`src/rtl/pmod_enc_conditioner_pkg.sv`:
```
// -----------------------------------------------------------------------------
// pmod_enc_pkg
// Shared types and constants for the Pmod rotary-encoder input conditioner.
//   db_state_t       : per-channel debounce FSM state (STABLE, PENDING)
//   DB_CYCLES_DEF    : default stable-cycle count before a clean level changes
//   SYNC_STAGES_DEF  : default synchronizer depth per raw input
//   GLITCH_CNT_W     : width of the saturating rejected-transition counter
// -----------------------------------------------------------------------------
package pmod_enc_pkg;

  typedef enum logic {
    STABLE  = 1'b0,
    PENDING = 1'b1
  } db_state_t;

  localparam int DB_CYCLES_DEF   = 100000;  // 1 ms at 100 MHz
  localparam int SYNC_STAGES_DEF = 2;
  localparam int GLITCH_CNT_W    = 16;

endpackage : pmod_enc_pkg

```
`src/rtl/pmod_enc_conditioner_debounce_ch.sv`:
```
// -----------------------------------------------------------------------------
// debounce_ch
// One conditioned input channel: synchronizer chain, STABLE/PENDING debounce
// FSM with a hold counter, and the registered clean level.
//   Parameters : DB_CYCLES   - cycles sync must differ from clean (in PENDING)
//                SYNC_STAGES - synchronizer depth
//                INIT        - idle/reset level of this pin
//   Ports      : clk, rst_n  - clock, async active-low reset
//                raw         - asynchronous pin
//                clean       - debounced level (registered)
//                commit      - 1 in the cycle whose edge updates clean
//                glitch      - 1 in the cycle whose edge rejects a pending change
// -----------------------------------------------------------------------------
module debounce_ch
  import pmod_enc_pkg::*;
#(
  parameter int   DB_CYCLES   = DB_CYCLES_DEF,
  parameter int   SYNC_STAGES = SYNC_STAGES_DEF,
  parameter logic INIT        = 1'b0
) (
  input  logic clk,
  input  logic rst_n,
  input  logic raw,
  output logic clean,
  output logic commit,
  output logic glitch
);

  localparam int                CNT_W   = (DB_CYCLES > 1) ? $clog2(DB_CYCLES) : 1;
  localparam logic [CNT_W-1:0]  CNT_MAX = CNT_W'(DB_CYCLES - 1);

  logic [SYNC_STAGES-1:0] sync_q;
  logic                   sync;

  db_state_t              state_q, state_d;
  logic [CNT_W-1:0]       cnt_q, cnt_d;
  logic                   clean_q, clean_d;

  // NOTE: the synchronizer resets to the pin's idle level so that the FSM sees
  // no phantom transition in the first cycles after reset release.
  always_ff @(posedge clk or negedge rst_n) begin
    if (!rst_n) begin
      sync_q <= {SYNC_STAGES{INIT}};
    end else begin
      sync_q <= {sync_q[SYNC_STAGES-2:0], raw};
    end
  end

  assign sync = sync_q[SYNC_STAGES-1];

  // NOTE: state is updated with non-blocking assignments only, so every flop
  // samples the pre-edge value of every other flop regardless of block order.
  always_ff @(posedge clk or negedge rst_n) begin
    if (!rst_n) begin
      state_q <= STABLE;
      cnt_q   <= '0;
      clean_q <= INIT;
    end else begin
      state_q <= state_d;
      cnt_q   <= cnt_d;
      clean_q <= clean_d;
    end
  end

  // NOTE: every output of this block gets a default first, so no path through
  // the case statement can leave a signal unassigned and infer a latch.
  always_comb begin
    state_d = state_q;
    cnt_d   = '0;
    clean_d = clean_q;
    commit  = 1'b0;
    glitch  = 1'b0;
    unique case (state_q)
      STABLE: begin
        if (sync != clean_q) state_d = PENDING;
      end
      PENDING: begin
        if (sync == clean_q) begin
          // Input bounced back before the hold time elapsed.
          state_d = STABLE;
          glitch  = 1'b1;
        end else if (cnt_q == CNT_MAX) begin
          state_d = STABLE;
          clean_d = sync;
          commit  = 1'b1;
        end else begin
          cnt_d = cnt_q + 1'b1;
        end
      end
      default: state_d = STABLE;
    endcase
  end

  assign clean = clean_q;

endmodule : debounce_ch

```
`src/rtl/pmod_enc_conditioner.sv`:
```
// -----------------------------------------------------------------------------
// pmod_enc_conditioner
// Synchronizes and debounces the Pmod encoder A/B quadrature pins and push
// button, generates a one-cycle press pulse and counts rejected glitches.
//   Parameters : DB_CYCLES (2..2^20), SYNC_STAGES (2..4)
//   Inputs     : clk, rst_n (async active-low, released synchronously upstream)
//                a_raw, b_raw (idle high), btn_raw (active high)
//   Outputs    : a_clean, b_clean, btn_clean - debounced levels
//                btn_press  - one cycle high in the first cycle btn_clean is 1
//                glitch_cnt - saturating count of rejected transitions
//   Build option: define PMOD_ENC_GLITCH_CNT_EN to include the glitch counter;
//                 otherwise glitch_cnt is tied to zero.
// -----------------------------------------------------------------------------
module pmod_enc_conditioner
  import pmod_enc_pkg::*;
#(
  parameter int DB_CYCLES   = DB_CYCLES_DEF,
  parameter int SYNC_STAGES = SYNC_STAGES_DEF
) (
  input  logic                    clk,
  input  logic                    rst_n,
  input  logic                    a_raw,
  input  logic                    b_raw,
  input  logic                    btn_raw,
  output logic                    a_clean,
  output logic                    b_clean,
  output logic                    btn_clean,
  output logic                    btn_press,
  output logic [GLITCH_CNT_W-1:0] glitch_cnt
);

  logic a_commit,   b_commit,   btn_commit;
  logic a_glitch,   b_glitch,   btn_glitch;

  debounce_ch #(.DB_CYCLES(DB_CYCLES), .SYNC_STAGES(SYNC_STAGES), .INIT(1'b1)) u_ch_a (
    .clk(clk), .rst_n(rst_n), .raw(a_raw),
    .clean(a_clean), .commit(a_commit), .glitch(a_glitch)
  );

  debounce_ch #(.DB_CYCLES(DB_CYCLES), .SYNC_STAGES(SYNC_STAGES), .INIT(1'b1)) u_ch_b (
    .clk(clk), .rst_n(rst_n), .raw(b_raw),
    .clean(b_clean), .commit(b_commit), .glitch(b_glitch)
  );

  debounce_ch #(.DB_CYCLES(DB_CYCLES), .SYNC_STAGES(SYNC_STAGES), .INIT(1'b0)) u_ch_btn (
    .clk(clk), .rst_n(rst_n), .raw(btn_raw),
    .clean(btn_clean), .commit(btn_commit), .glitch(btn_glitch)
  );

  // A commit while the clean level is still 0 is the 0->1 edge; the pulse is
  // registered on the same edge that raises btn_clean.
  always_ff @(posedge clk or negedge rst_n) begin
    if (!rst_n) begin
      btn_press <= 1'b0;
    end else begin
      btn_press <= btn_commit & ~btn_clean;
    end
  end

`ifdef PMOD_ENC_GLITCH_CNT_EN
  logic [1:0]              glitch_sum;
  logic [GLITCH_CNT_W:0]   cnt_sum;

  // Up to three channels can reject a transition on the same edge.
  assign glitch_sum = 2'(a_glitch) + 2'(b_glitch) + 2'(btn_glitch);
  assign cnt_sum    = {1'b0, glitch_cnt} + (GLITCH_CNT_W + 1)'(glitch_sum);

  always_ff @(posedge clk or negedge rst_n) begin
    if (!rst_n) begin
      glitch_cnt <= '0;
    end else if (cnt_sum[GLITCH_CNT_W]) begin
      glitch_cnt <= '1;
    end else begin
      glitch_cnt <= cnt_sum[GLITCH_CNT_W-1:0];
    end
  end

  logic unused_commit;
  assign unused_commit = a_commit ^ b_commit;
`else
  assign glitch_cnt = '0;

  logic unused_strobes;
  assign unused_strobes = ^{a_commit, b_commit, a_glitch, b_glitch, btn_glitch};
`endif

endmodule : pmod_enc_conditioner

```
`config.mk`:
```
export PLATFORM = sky130hd
export DESIGN_NAME = pmod_enc_conditioner
export DESIGN_NICKNAME = d
export VERILOG_FILES = /design/src/rtl/pmod_enc_conditioner_pkg.sv /design/src/rtl/pmod_enc_conditioner_debounce_ch.sv /design/src/rtl/pmod_enc_conditioner.sv
export SDC_FILE = /design/constraint.sdc
export NUM_CORES = 1
export LEC_CHECK = 0
export CORE_ASPECT_RATIO = 0.8
export CORE_MARGIN = 8
export CORE_UTILIZATION = 52
export DETAILED_ROUTE_END_ITERATION = 8
export GPL_ROUTABILITY_DRIVEN = 0
export PLACE_DENSITY_LB_ADDON = 0.1
export SETUP_SLACK_MARGIN = 0.02
export SYNTH_ARGS = -nofsm -noshare
export SYNTH_HDL_FRONTEND = slang
export SYNTH_SLANG_ARGS = --single-unit
```
`constraint.sdc`:
```
create_clock -name clk -period 2 [get_ports clk]
set_clock_uncertainty 0.05 [all_clocks]
set_input_delay 0.2 -clock clk [delete_from_list [all_inputs] [get_ports clk]]
set_output_delay 0.2 -clock clk [all_outputs]
set_load 0.02 [all_outputs]
```
==> results of run 1 <==
-- through the flow --
stage	total power (uW)	util [%]	area (sq um)	std cells
5_1_grt	2651	61.70	3628	424
4_1_cts	2589	61.26	3602	423
3_5_place_dp	1455	57.57	3386	406
2_1_floorplan	1437	-	3217	317
3_3_place_gp	1454	57.57	3386	406
6_report	2553	61.70	3628	424
-- cell families after synthesis --
logic type	count (synthesis)	share of synthesized area, %
adder cells (fa/ha/maj)	3	1.188
flip-flops	64	50.91
AO/OA/AOI/OAI	7	1.425
buffers and inverters	28	6.849
AND/OR/NAND/NOR	151	25.73
XOR/XNOR	45	12.47
other	1	0.1187
multiplexers	3	1.306
-- registers in the layout, indices dropped and copies added (netlist names) --
| register | count |
|---|---|
| u_ch_b.state_q | 1 |
| u_ch_btn.state_q | 1 |
| u_ch_a.state_q | 1 |
| u_ch_a.cnt_q | 17 |
| u_ch_btn.sync_q | 2 |
| btn_press | 1 |
| u_ch_b.cnt_q | 17 |
| u_ch_a.clean | 1 |
| u_ch_a.sync_q | 2 |
| u_ch_b.sync_q | 2 |
| u_ch_btn.cnt_q | 17 |
| u_ch_btn.clean | 1 |
| u_ch_b.clean | 1 |
-- synthesized netlist by cell type --
| cell | n |
|---|---|
| and4_1 | 5 |
| xnor2_1 | 28 |
| nand2_1 | 15 |
| a21oi_1 | 3 |
| or4_4 | 1 |
| or3_1 | 1 |
| nand4b_1 | 2 |
| inv_1 | 7 |
| nor4_2 | 1 |
| nor4_1 | 13 |
| conb_1 | 1 |
| nand4_2 | 1 |
| mux2_1 | 1 |
| or2_1 | 2 |
| and2_1 | 2 |
| nand2b_1 | 1 |
| mux2_4 | 2 |
| nand3_2 | 1 |
| nand4_1 | 16 |
| and3b_1 | 1 |
| buf_4 | 17 |
| or3b_2 | 2 |
| nor2_1 | 53 |
| or4b_1 | 5 |
| buf_12 | 2 |
| o31ai_1 | 1 |
| o41ai_1 | 1 |
| or4_1 | 2 |
| buf_6 | 2 |
| xor2_1 | 17 |
| nand3_1 | 17 |
| dfstp_2 | 6 |
| and3_1 | 1 |
| dfrtp_1 | 58 |
| ha_1 | 3 |
| nor3_1 | 8 |
| a21o_2 | 1 |
| o21ai_0 | 1 |
| nor4b_1 | 1 |
-- worst max-delay path: cells and delay by family (launching register included) --
kind	cells	cell delay, ps
compound gates	1	60
buf+inv	1	170
flops	1	420
simple gates	3	1040
-- layout make-up --
class / instances / area share (%)
timing repair buffer: 31 / 7.586
multi-input combinational: 225 / 38.83
inverter: 7 / 0.7241
clock inverter: 6 / 1.897
clock buffer: 10 / 3.793
sequential: 64 / 44.38
tap: 81 / 2.793
-- power by group through the flow --
stage | sequential, uW | clock, uW | combinational [uW]
finish | 1320 | 1120 | 108
global placement | 1350 | 0 | 108
CTS | 1320 | 1160 | 110
floorplan | 1350 | 0 | 91.5
detailed placement | 1350 | 0 | 108
global route | 1320 | 1200 | 124
-- worst paths after layout --
path / startpoint / end / cells past startpoint
worst max-delay path: u_ch_b.cnt_q[8]$_DFF_PN0_ / u_ch_b.cnt_q[16]$_DFF_PN0_ / 5
worst min-delay path: b_raw / u_ch_b.sync_q[0]$_DFF_PN1_ / 1
worst max register to register: u_ch_b.cnt_q[8]$_DFF_PN0_ / u_ch_b.cnt_q[16]$_DFF_PN0_ / 5
worst min register to register: u_ch_a.sync_q[0]$_DFF_PN1_ / u_ch_a.sync_q[1]$_DFF_PN1_ / 0
max in group asynchronous: rst_n / u_ch_a.clean$_DFFE_PN1P_ / 3
min in group asynchronous: rst_n / u_ch_a.cnt_q[11]$_DFF_PN0_ / 3
-- per-layer routing --
layer / track usage, % / vias to the layer above / part of all wire (%)
met5: 0 / - / 0
met2: 20.71 / 55 / 45
li1: - / 1094 / -
met3: 3.964 / 8 / 4.2
met1: 19.20 / 1052 / 50
met4: 5.898 / 0 / 1.4
-- what timing repair did --
| item | in CTS | in global routing |
|---|---|---|
| hold endpoints to repair | 58 | 0 |
| hold buffers | 1 | 0 |
| gates resized for setup | 0 | 4 |
| buffers inserted | 0 | 1 |
| setup endpoints to repair | 0 | 12 |
==> flow_summary.toml, run 1 <==
[drt]
ant_nets = 0
dr.pass1.iters = 4
routedWlPerCell_um = 13.39
via_per_inst = 5.210
routed_wl_mm = 5.679
drc = 0
vias = 2209
drt-initial-drc-count = 93

[worst_setup_path]
slowest_stage = "or4b_1"
worstPathMaxFanout = 8
cp.required_ps = 2160
end_kind = "flop"
cp-start-kind = "flop"
r2r_slack_ps = 150
arrival_ps = 2010
slowest_delay_ps = 550
worstPathCellList = "or4b_1, nor4_2, or2_1, buf_4, a21oi_1"
path_class = "reg2reg"

[final_layout]
seq_area_sq_mm = 0.001610
nets = 346
layout.cells.most_common = "dfrtp_1"
fillers = 510
multi_input_area_sq_mm = 0.001409
antennaDiodeCount = 0
drive_gt1_share_pct = 16.33
layout_common_cells = "dfrtp_1, nor2_1, xnor2_1"
area_growth_pct = 14.81

[timing]
setup_ws_ps = 151.8
rsz0062_at_grt = "no"
final_hold_viol_count = 0
setup_viol = 0
worst_hold_slack_ps = 216.7
setup-tns-final_ps = 0
fmaxAchievable_mhz = 541.1
fin_crit_ps = 1848
fin_crit_sh_pct = 92.41
maxSlewViolCount = 0

[yosys]
avgSynthCellArea_sq_um = 10.47
ys_seq_elements = 64
synth_top_area_share_pct = 45.92
ys_warn_count = 0
yosys-top-cells-area = "dfrtp_1, xnor2_1, nor2_1, dfstp_2, xor2_1"
synth_cell_types = 39
synth_area_sq_mm = 0.003161
yosysSeqAreaShare_pct = 50.91
synthCells = 302
yosysTopAreaCell = "dfrtp_1"

[grt]
overflow = 0
first_global_vias = 2146
grt_max_degree = 65
grt_usage_pct = 14.19
antenna_found_initial = 0
grt_pass1_wl_mm = 9.922

[floorplanning]
ios = 25
core_area_sq_mm = 0.005881
rows = 25
die_x_um = 103.2
start_util_pct = 53.74
dieArea_sq_mm = 0.008844
fp.dieH_um = 85.73

[placement]
dpl.hpwl_mm = 3.846
pre_cts_ws_ps = 65.20
io_buffers = 8

[status]
run_status = "completed"

[pwr]
leakage_uw = 0.001473
intPower_uw = 1951
pwr_density_cell_mw_per_mm2 = 703.6
seq_power_share_pct = 51.8
p_sw_uw = 601.5
vdd_ir_drop_max_v = 0.0006342
p_clk_share_pct = 44.0
comb_power_share_pct = 4.2
sw_frac_of_total_pct = 23.56

[hold_path]
min_path_type = "in2reg"

[cts]
clkTransAtPathRegs_ps = 80
numCtsBuffers = 9
cts_tree = "built"
clock_path_buffers = 2
clock-sinks = 64
ctsHtreeMaxLevel = 3
clk_latency_ps = 340
cts-root-buf = "clkbuf_8"

[run]
drv_cap = 0
(Power assumes the default switching activity.)
==> run 2: changes to the inputs <==
CTS_CLUSTER_DIAMETER = 150   (was unset)
==> results of run 2 <==
No change in the layout: final DEF, timing and power equal those of run 1.
